<file path="src/rtl/regfile_reader_pkg.sv">
// Shared types for the RegFile read-back engine: FSM state encoding,
// default widths and the {addr, data} word carried on the output stream.
package regfile_reader_pkg;

  localparam int RR_DATA_W = 32;
  localparam int RR_ADDR_W = 5;

  typedef enum logic [2:0] {
    RR_IDLE,
    RR_FETCH,
    RR_EMIT_A,
    RR_EMIT_B,
    RR_DONE
  } rr_state_e;

  typedef struct packed {
    logic [RR_ADDR_W-1:0] addr;
    logic [RR_DATA_W-1:0] data;
  } rr_word_t;

endpackage

</file>
<file path="src/rtl/regfile_reader.sv">
// Sweeps an inclusive, wrapping register range through the two RegFile read
// ports (two registers per fetch) and streams {addr, data} words over valid/ready.
module regfile_reader
  import regfile_reader_pkg::*;
#(
  parameter int DATA_W = RR_DATA_W,
  parameter int ADDR_W = RR_ADDR_W
) (
  input  logic              clk,
  input  logic              reset,
  input  logic              start,
  input  logic [ADDR_W-1:0] first_addr,
  input  logic [ADDR_W-1:0] last_addr,
  output logic              busy,
  output logic              done,
  output logic [ADDR_W-1:0] FR_RAddr_1,
  output logic [ADDR_W-1:0] FR_RAddr_2,
  input  logic [DATA_W-1:0] FR_Rdata_1,
  input  logic [DATA_W-1:0] FR_Rdata_2,
  output logic              out_valid,
  input  logic              out_ready,
  output logic [ADDR_W-1:0] out_addr,
  output logic [DATA_W-1:0] out_data
);

  localparam logic [ADDR_W:0] REM_ONE = (ADDR_W+1)'(1);
  localparam logic [ADDR_W:0] REM_TWO = (ADDR_W+1)'(2);

  rr_state_e         state_q, state_d;
  logic [ADDR_W-1:0] cur_q, cur_d;
  logic [ADDR_W:0]   rem_q, rem_d;
  logic [DATA_W-1:0] buf_q [2];
  logic [DATA_W-1:0] buf_d [2];
  logic [ADDR_W-1:0] raddr1_q, raddr1_d;
  logic [ADDR_W-1:0] raddr2_q, raddr2_d;
  logic              out_valid_q, out_valid_d;
  logic [ADDR_W-1:0] out_addr_q, out_addr_d;
  logic              busy_q, busy_d;
  logic              done_q, done_d;

  always_comb begin
    state_d     = state_q;
    cur_d       = cur_q;
    rem_d       = rem_q;
    buf_d[0]    = buf_q[0];
    buf_d[1]    = buf_q[1];
    raddr1_d    = raddr1_q;
    raddr2_d    = raddr2_q;
    out_valid_d = out_valid_q;
    out_addr_d  = out_addr_q;
    busy_d      = busy_q;
    done_d      = 1'b0;

    case (state_q)
      RR_IDLE: begin
        if (start) begin
          // Remaining count is one wider than an address so a full sweep fits.
          cur_d    = first_addr;
          rem_d    = {1'b0, last_addr - first_addr} + REM_ONE;
          raddr1_d = first_addr;
          raddr2_d = first_addr + ADDR_W'(1);
          busy_d   = 1'b1;
          state_d  = RR_FETCH;
        end
      end

      RR_FETCH: begin
        buf_d[0]    = FR_Rdata_1;
        buf_d[1]    = FR_Rdata_2;
        out_valid_d = 1'b1;
        out_addr_d  = cur_q;
        state_d     = RR_EMIT_A;
      end

      RR_EMIT_A: begin
        if (out_ready) begin
          if (rem_q == REM_ONE) begin
            // Odd tail: the port-2 word of this pair is dropped.
            out_valid_d = 1'b0;
            busy_d      = 1'b0;
            done_d      = 1'b1;
            state_d     = RR_DONE;
          end else begin
            out_addr_d = cur_q + ADDR_W'(1);
            state_d    = RR_EMIT_B;
          end
        end
      end

      RR_EMIT_B: begin
        if (out_ready) begin
          rem_d       = rem_q - REM_TWO;
          cur_d       = cur_q + ADDR_W'(2);
          out_valid_d = 1'b0;
          if (rem_q == REM_TWO) begin
            busy_d  = 1'b0;
            done_d  = 1'b1;
            state_d = RR_DONE;
          end else begin
            raddr1_d = cur_q + ADDR_W'(2);
            raddr2_d = cur_q + ADDR_W'(3);
            state_d  = RR_FETCH;
          end
        end
      end

      RR_DONE: begin
        state_d = RR_IDLE;
      end

      default: begin
        state_d = RR_IDLE;
      end
    endcase
  end

  always_ff @(posedge clk or negedge reset) begin
    if (!reset) begin
      state_q     <= RR_IDLE;
      cur_q       <= '0;
      rem_q       <= '0;
      buf_q[0]    <= '0;
      buf_q[1]    <= '0;
      raddr1_q    <= '0;
      raddr2_q    <= '0;
      out_valid_q <= 1'b0;
      out_addr_q  <= '0;
      busy_q      <= 1'b0;
      done_q      <= 1'b0;
    end else begin
      state_q     <= state_d;
      cur_q       <= cur_d;
      rem_q       <= rem_d;
      buf_q[0]    <= buf_d[0];
      buf_q[1]    <= buf_d[1];
      raddr1_q    <= raddr1_d;
      raddr2_q    <= raddr2_d;
      out_valid_q <= out_valid_d;
      out_addr_q  <= out_addr_d;
      busy_q      <= busy_d;
      done_q      <= done_d;
    end
  end

  // The word on the bus always comes straight out of the pair buffer.
  assign out_data   = (state_q == RR_EMIT_B) ? buf_q[1] : buf_q[0];
  assign out_valid  = out_valid_q;
  assign out_addr   = out_addr_q;
  assign FR_RAddr_1 = raddr1_q;
  assign FR_RAddr_2 = raddr2_q;
  assign busy       = busy_q;
  assign done       = done_q;

endmodule
</file>
<file path="config.mk">
export PLATFORM = sky130hd
export DESIGN_NAME = regfile_reader
export DESIGN_NICKNAME = d
export VERILOG_FILES = /design/src/rtl/regfile_reader_pkg.sv /design/src/rtl/regfile_reader.sv
export SDC_FILE = /design/constraint.sdc
export NUM_CORES = 1
export LEC_CHECK = 0
export CAP_MARGIN = 10
export CORE_MARGIN = 10
export CORE_UTILIZATION = 44
export DETAILED_ROUTE_END_ITERATION = 6
export GPL_TIMING_DRIVEN = 0
export PLACE_DENSITY_LB_ADDON = 0.12
export SLEW_MARGIN = 20
export SYNTH_ARGS = -nofsm -noshare
export SYNTH_HDL_FRONTEND = slang
export SYNTH_SLANG_ARGS = --single-unit
</file>
<file path="constraint.sdc">
create_clock -name clk -period 1.6 [get_ports clk]
set_input_delay 0.32 -clock clk [delete_from_list [all_inputs] [get_ports clk]]
set_output_delay 0.32 -clock clk [all_outputs]
set_load 0.01 [all_outputs]
</file>
; After elaboration in Yosys (flattened, before gate mapping)
; Index checks and enable logic that the tools add are counted.
[word_totals]
mem_bits_rw = 0
mem_count = 0
reg_bits = 96
latch_bits = 0
romBits = 0
output_inout_bits = 50
[classes]
mul = 0
n_addsub = 7
n_bitwise = 0
n_reduce_logical = 11
n_shift = 0
n_div = 0
n_eq_ne = 12
n_mux = 36
order_cmp = 0
[ops]
columns = op, count
row1 = 5-bit 2-to-1 mux, 9
row2 = 5-bit case mux with 2 select lines, 4
row3 = 32-bit 2-to-1 mux, 1
row4 = 3-bit 2-to-1 mux, 5
row5 = "2-bit inequality test, second input constant", 7
row6 = 6-bit 2-to-1 mux, 2
row7 = 3-bit case mux with 4 select lines, 1
row8 = 6-bit case mux with 2 select lines, 1
row9 = "5-bit by 1-bit adder with 5-bit output, second input constant", 2
row10 = "5-bit by 2-bit adder with 5-bit output, second input constant", 2
row11 = 1-bit 2-to-1 mux, 10
row12 = 3-bit AND reduction, 3
row13 = 4-bit AND reduction, 2
row14 = "5-bit by 1-bit adder with 6-bit output, second input constant", 1
row15 = "3-bit by 2-bit equality test with 1-bit output, second input constant", 2
row16 = "6-bit by 1-bit equality test with 1-bit output, second input constant", 1
row17 = "6-bit by 2-bit equality test with 1-bit output, second input constant", 1
row18 = 1-bit case mux with 3 select lines, 2
row19 = 6-bit AND reduction, 1
row20 = 3-bit nonzero test, 2
row21 = "6-bit by 2-bit subtractor with 6-bit output, second input constant", 1
row22 = 5-bit subtractor, 1
row23 = 2-bit nonzero test, 2
row24 = "3-bit by 1-bit equality test with 1-bit output, second input constant", 1
row25 = 2 further kinds, 2

; Logic depth before layout (Yosys ltp)
[logic_depth]
word_depth = 4
ltp_mapped = 9

; Worst setup path before layout
; Ideal clock, no wire load.
[synth_path]
path_type = input to register
from = input port last_addr[0]
to = register rem_q[4]
stages = 9
setup_time_ps = 132
slack_ps = -203
path_buffers = 0
t_arrival_ps = 1671
path_cell_list = inv_1 ha_1 inv_1 fa_1 a21o_1 a21oi_1 xnor2_1 xnor2_1 o221ai_2
[synth_between]
elab_chain_len = 4
[synth_lines]
columns = item, line_no
row1 = start: declaration, regfile_reader.sv:13  ; input logic [ADDR_W-1:0] last_addr,
row2 = 5-bit subtractor, regfile_reader.sv:59  ; rem_d = {1'b0, last_addr - first_addr} + REM_ONE;
row3 = 5-bit by 1-bit adder with 6-bit output, regfile_reader.sv:59
row4 = 6-bit 2-to-1 mux, regfile_reader.sv:56  ; if (start) begin
row5 = 6-bit case mux with 2 select lines, regfile_reader.sv:54  ; case (state_q)
row6 = end signal: assignment, regfile_reader.sv:133  ; rem_q <= rem_d;
row7 = end: declaration, regfile_reader.sv:31  ; logic [ADDR_W:0] rem_q, rem_d;
; No other way between the ends. The select of a mux whose other input is x is not followed.
; A chain may end at the register's enable or synchronous reset.

; Final worst setup path
[layout_path]
from = register state_q[2]
to = output port out_data[14]
[layout_between]
elab_chain_len = 2
[layout_lines]
columns = item, line_no
row1 = start: declaration, regfile_reader.sv:29  ; rr_state_e state_q, state_d;
row2 = start signal: assignment, regfile_reader.sv:131  ; state_q <= state_d;
row3 = 3-bit by 2-bit equality test with 1-bit output, regfile_reader.sv:146  ; assign out_data = (state_q == RR_EMIT_B) ? buf_q[1] : buf_q[0];
row4 = 32-bit 2-to-1 mux, regfile_reader.sv:146
row5 = end: declaration, regfile_reader.sv:23  ; output logic [DATA_W-1:0] out_data
; No other way between the ends.

==> metrics.txt <==
status finished with violations; failing checks negative setup slack; biggest area consumer among synthesized cells dfrtp_1; Final Hold Vio Count 0; clk slew on worst S/H paths approximately 100 ps; Worst slew margin 0.7117; main flop type after synthesis dfrtp_1; Setup-failing EPs final about 120; number of synthesized register bits 96; count leader, synth nand2_1; H-tree levels 3; Critical Path AT around 1800 ps; area share of the largest cell type after synthesis 0.4936; global-route wire length before repair roughly 24000 um; Vias/cell between 5 and 6; P_sw around 6500 uW; worst-margin pin slew around 430 ps; Tcrit/Tclk final 1.301; crit end category output pin; Post-Route WL between 15000 and 20000 um; DRT antenna net count 0; clock share of power 0.112; RSZ-0062 raised after global routing yes; largest net degree at the start of global routing 67; final core occ 0.7373; vias in the first global route 4352; Starting Density 0.4490; DR WL/cell ~20 um; DRC viols 0; Worst Slack Setup Final -481.4 ps; syn nets between 500 and 600; Die Y around 130 um; DR iter-0 viols around 380; CP Class flop to output pin; FF-to-FF Start state_q[0]; fmax around 0.48 GHz; Final min period ~2100 ps; clk_skew between 5 and 6 ps; I/O Pins about 130; GR Util All Layers 0.1848; Nets 750; Fillers between 700 and 800; VDD IR-drop max about 0.0010 V; CP Max Fanout 7; Req. time, crit path about 1300 ps; Seq/Total Area, Yosys 0.4936; area of the multi-input gates between 2000 and 3000 um2; share of power burned in registers 0.264; TritonCTS sink count 96; total power ~17000 uW; vias about 4200; initial antenna violation count 0; drt pass-1 iters 4; count of different cell masters after synthesis between 50 and 60; Hold Crit Class primary input to asynchronous set/reset pin; met2 Use GR 0.3076; die area approximately 16000 um2; Die Wd 125.2 um; clock root cell clkbuf_8; met3 Usage GRT 0.04098; GRT Max-Usage Layer met2; Int Pwr about 11000 uW; Syn Std Cell Area approximately 4900 um2; leak pwr about 0.0037 uW; total gr overflow 0; crit start category flop; met1 GRT Util 0.2384; clock tree buffer depth 2; Gate power share 0.624; Synth top cells by count 124 x nand2_1, 96 x dfrtp_1, 58 x mux2_2; Syn Area/Cell 10.44 um2; share of cells above drive strength 1 0.4586; clock latency at the later pin of the worst-skew pair between 300 and 400 ps; CTS tree done; number of synthesized flops with an enable pin 0; Synth Warn # 0; max-cap viol count 0; Sequential cell area between 2000 and 2500 um2; post-DP HPWL between 9000 and 10000 um; cell types occupying the most area after synthesis dfrtp_1 49%, mux2_2 13%, nand2_1 9.6%; Row Count 38; gp weighted congestion between 0.8 and 0.9; Mapped Cells about 470; port bufs between 100 and 150; max-slew violation count 0; synthesis-to-finish area growth 64.22%; Synth async-reset ratio 1.000; Crit. Startpoint state_q[2]; antenna cells 0; Num CTS Buffers 9; PwrDens roughly 2200 nW/um2; core area between 10000 and 15000 um2; switching portion of total power 0.3756
==> power groups by stage <==
stage	Clock (uW)	Sequential, uW	Combinational, uW
floorplan	0	4290	4350
global placement	0	4300	7150
detailed placement	0	4380	7310
CTS	1960	4390	9190
global route	2070	4720	11500
finish	1940	4580	10800
==> per-stage QoR <==
step / cell area [um2] / setup TNS (ps) / worst slack [ps] / std cells / hold WS, ps
2_1_floorplan: 4916 / -118.9 / -92.84 / 466 / 24.41
3_3_place_gp: 6362 / -365990 / -3414 / 733 / 457.7
5_1_grt: 7993 / -36370 / -545.1 / 805 / 402.2
6_report: 7993 / -31650 / -481.4 / 805 / 392.1
4_1_cts: 7421 / -26130 / -469.2 / 795 / 387.4
3_5_place_dp: 6391 / -41840 / -873.5 / 734 / 217.0
==> area by class of cell <==
cell class / count / area share
Tap cell: 140 / 0.02192
Clock buffer: 9 / 0.01550
Timing Repair Buffer: 187 / 0.2578
Inverter: 11 / 0.006731
Multi-Input combinational cell: 334 / 0.3474
Clock inverter: 7 / 0.01472
Sequential cell: 96 / 0.3010
Buffer: 21 / 0.03491
==> per-layer routing <==
| metal | wire, um | part of all wire |
|---|---|---|
| met4 | 296 | 0.019 |
| met1 | 6683 | 0.43 |
| met5 | 0 | 0 |
| met2 | 7840 | 0.50 |
| met3 | 834 | 0.053 |
==> state kept, by name, summed over array words and instances, names as in the netlist <==
name / flops
buf_q: 64
rem_q: 6
FR_RAddr_1: 5
FR_RAddr_2: 5
cur_q: 5
out_addr: 5
state_q: 3
busy: 1
done: 1
out_valid: 1
==> repair_timing <==
item	in CTS	in global routing
endpoints found under the hold margin	30	0
hold buffers	1	0
buffers inserted	30	15
gates cloned	14	4
pin swaps	31	50
setup endpoints to repair	127	132
gates resized for setup	281	145
==> cell usage in the layout, fill, tap and decap left out, types with 3 or more instances in the layout <==
cell             synthesis  layout
clkbuf_8                 0       9
mux2_2                  58      29
and4b_1                  4       4
nand2_2                  0      51
inv_1                   11       9
ha_1                    11       8
xor2_1                  12      12
nor2_1                  21      16
a21oi_1                 13       7
nand2_4                  0      15
nor2_4                   0       5
nand2_1                124      58
buf_16                   0       9
ha_4                     0       3
xnor2_1                  6       5
buf_4                    3      25
nand3_1                  9       8
bufinv_16                0       3
nand4_1                  3       3
mux2_4                   1      36
a21o_1                   3       3
dfrtp_1                 96      93
clkdlybuf4s50_1          0      70
buf_12                   0       7
o21ai_0                 23       8
a21oi_2                  0       6
buf_6                   11      31
dlygate4sd2_1            0      14
o21ai_1                  1      14
o21ai_2                  1       3
dlymetal6s2s_1           0       7
buf_8                    0      17
clkbuf_16                0       5
nand3b_1                 3       3
buf_2                    7      19
dfrtp_2                  0       3
==> critical path, stage by stage, from the launching register on <==
cell and delay (ps):
dfrtp_1 430, buf_6 130, nand3b_1 210, buf_6 210, buf_8 140, nand2_1 70, nand2_1 60, buf_2 140
==> logic make-up (layout without fill, tap and decap cells) <==
family,after synthesis,after routing,synth area share
flops,96,96,0.4936
simple gates,179,179,0.1614
xor+xnor,18,18,0.03239
fa+ha+maj,12,12,0.03239
mux,68,68,0.1573
buf+inv,37,235,0.04961
compound gates,56,57,0.07327
==> final timing paths <==
kind / to / slack (ps) / cells after the start
min in group clk: FR_RAddr_1[1] / 440 / 3
max reg2reg: cur_q[3] / -290 / 7
min: buf_q[27] / 390 / 2
min reg2reg: FR_RAddr_2[0] / 480 / 2
max: out_data[14] / -480 / 7
max in group asynchronous: rem_q[5] / 570 / 3
Note: power is estimated with default switching activity, not from simulation.
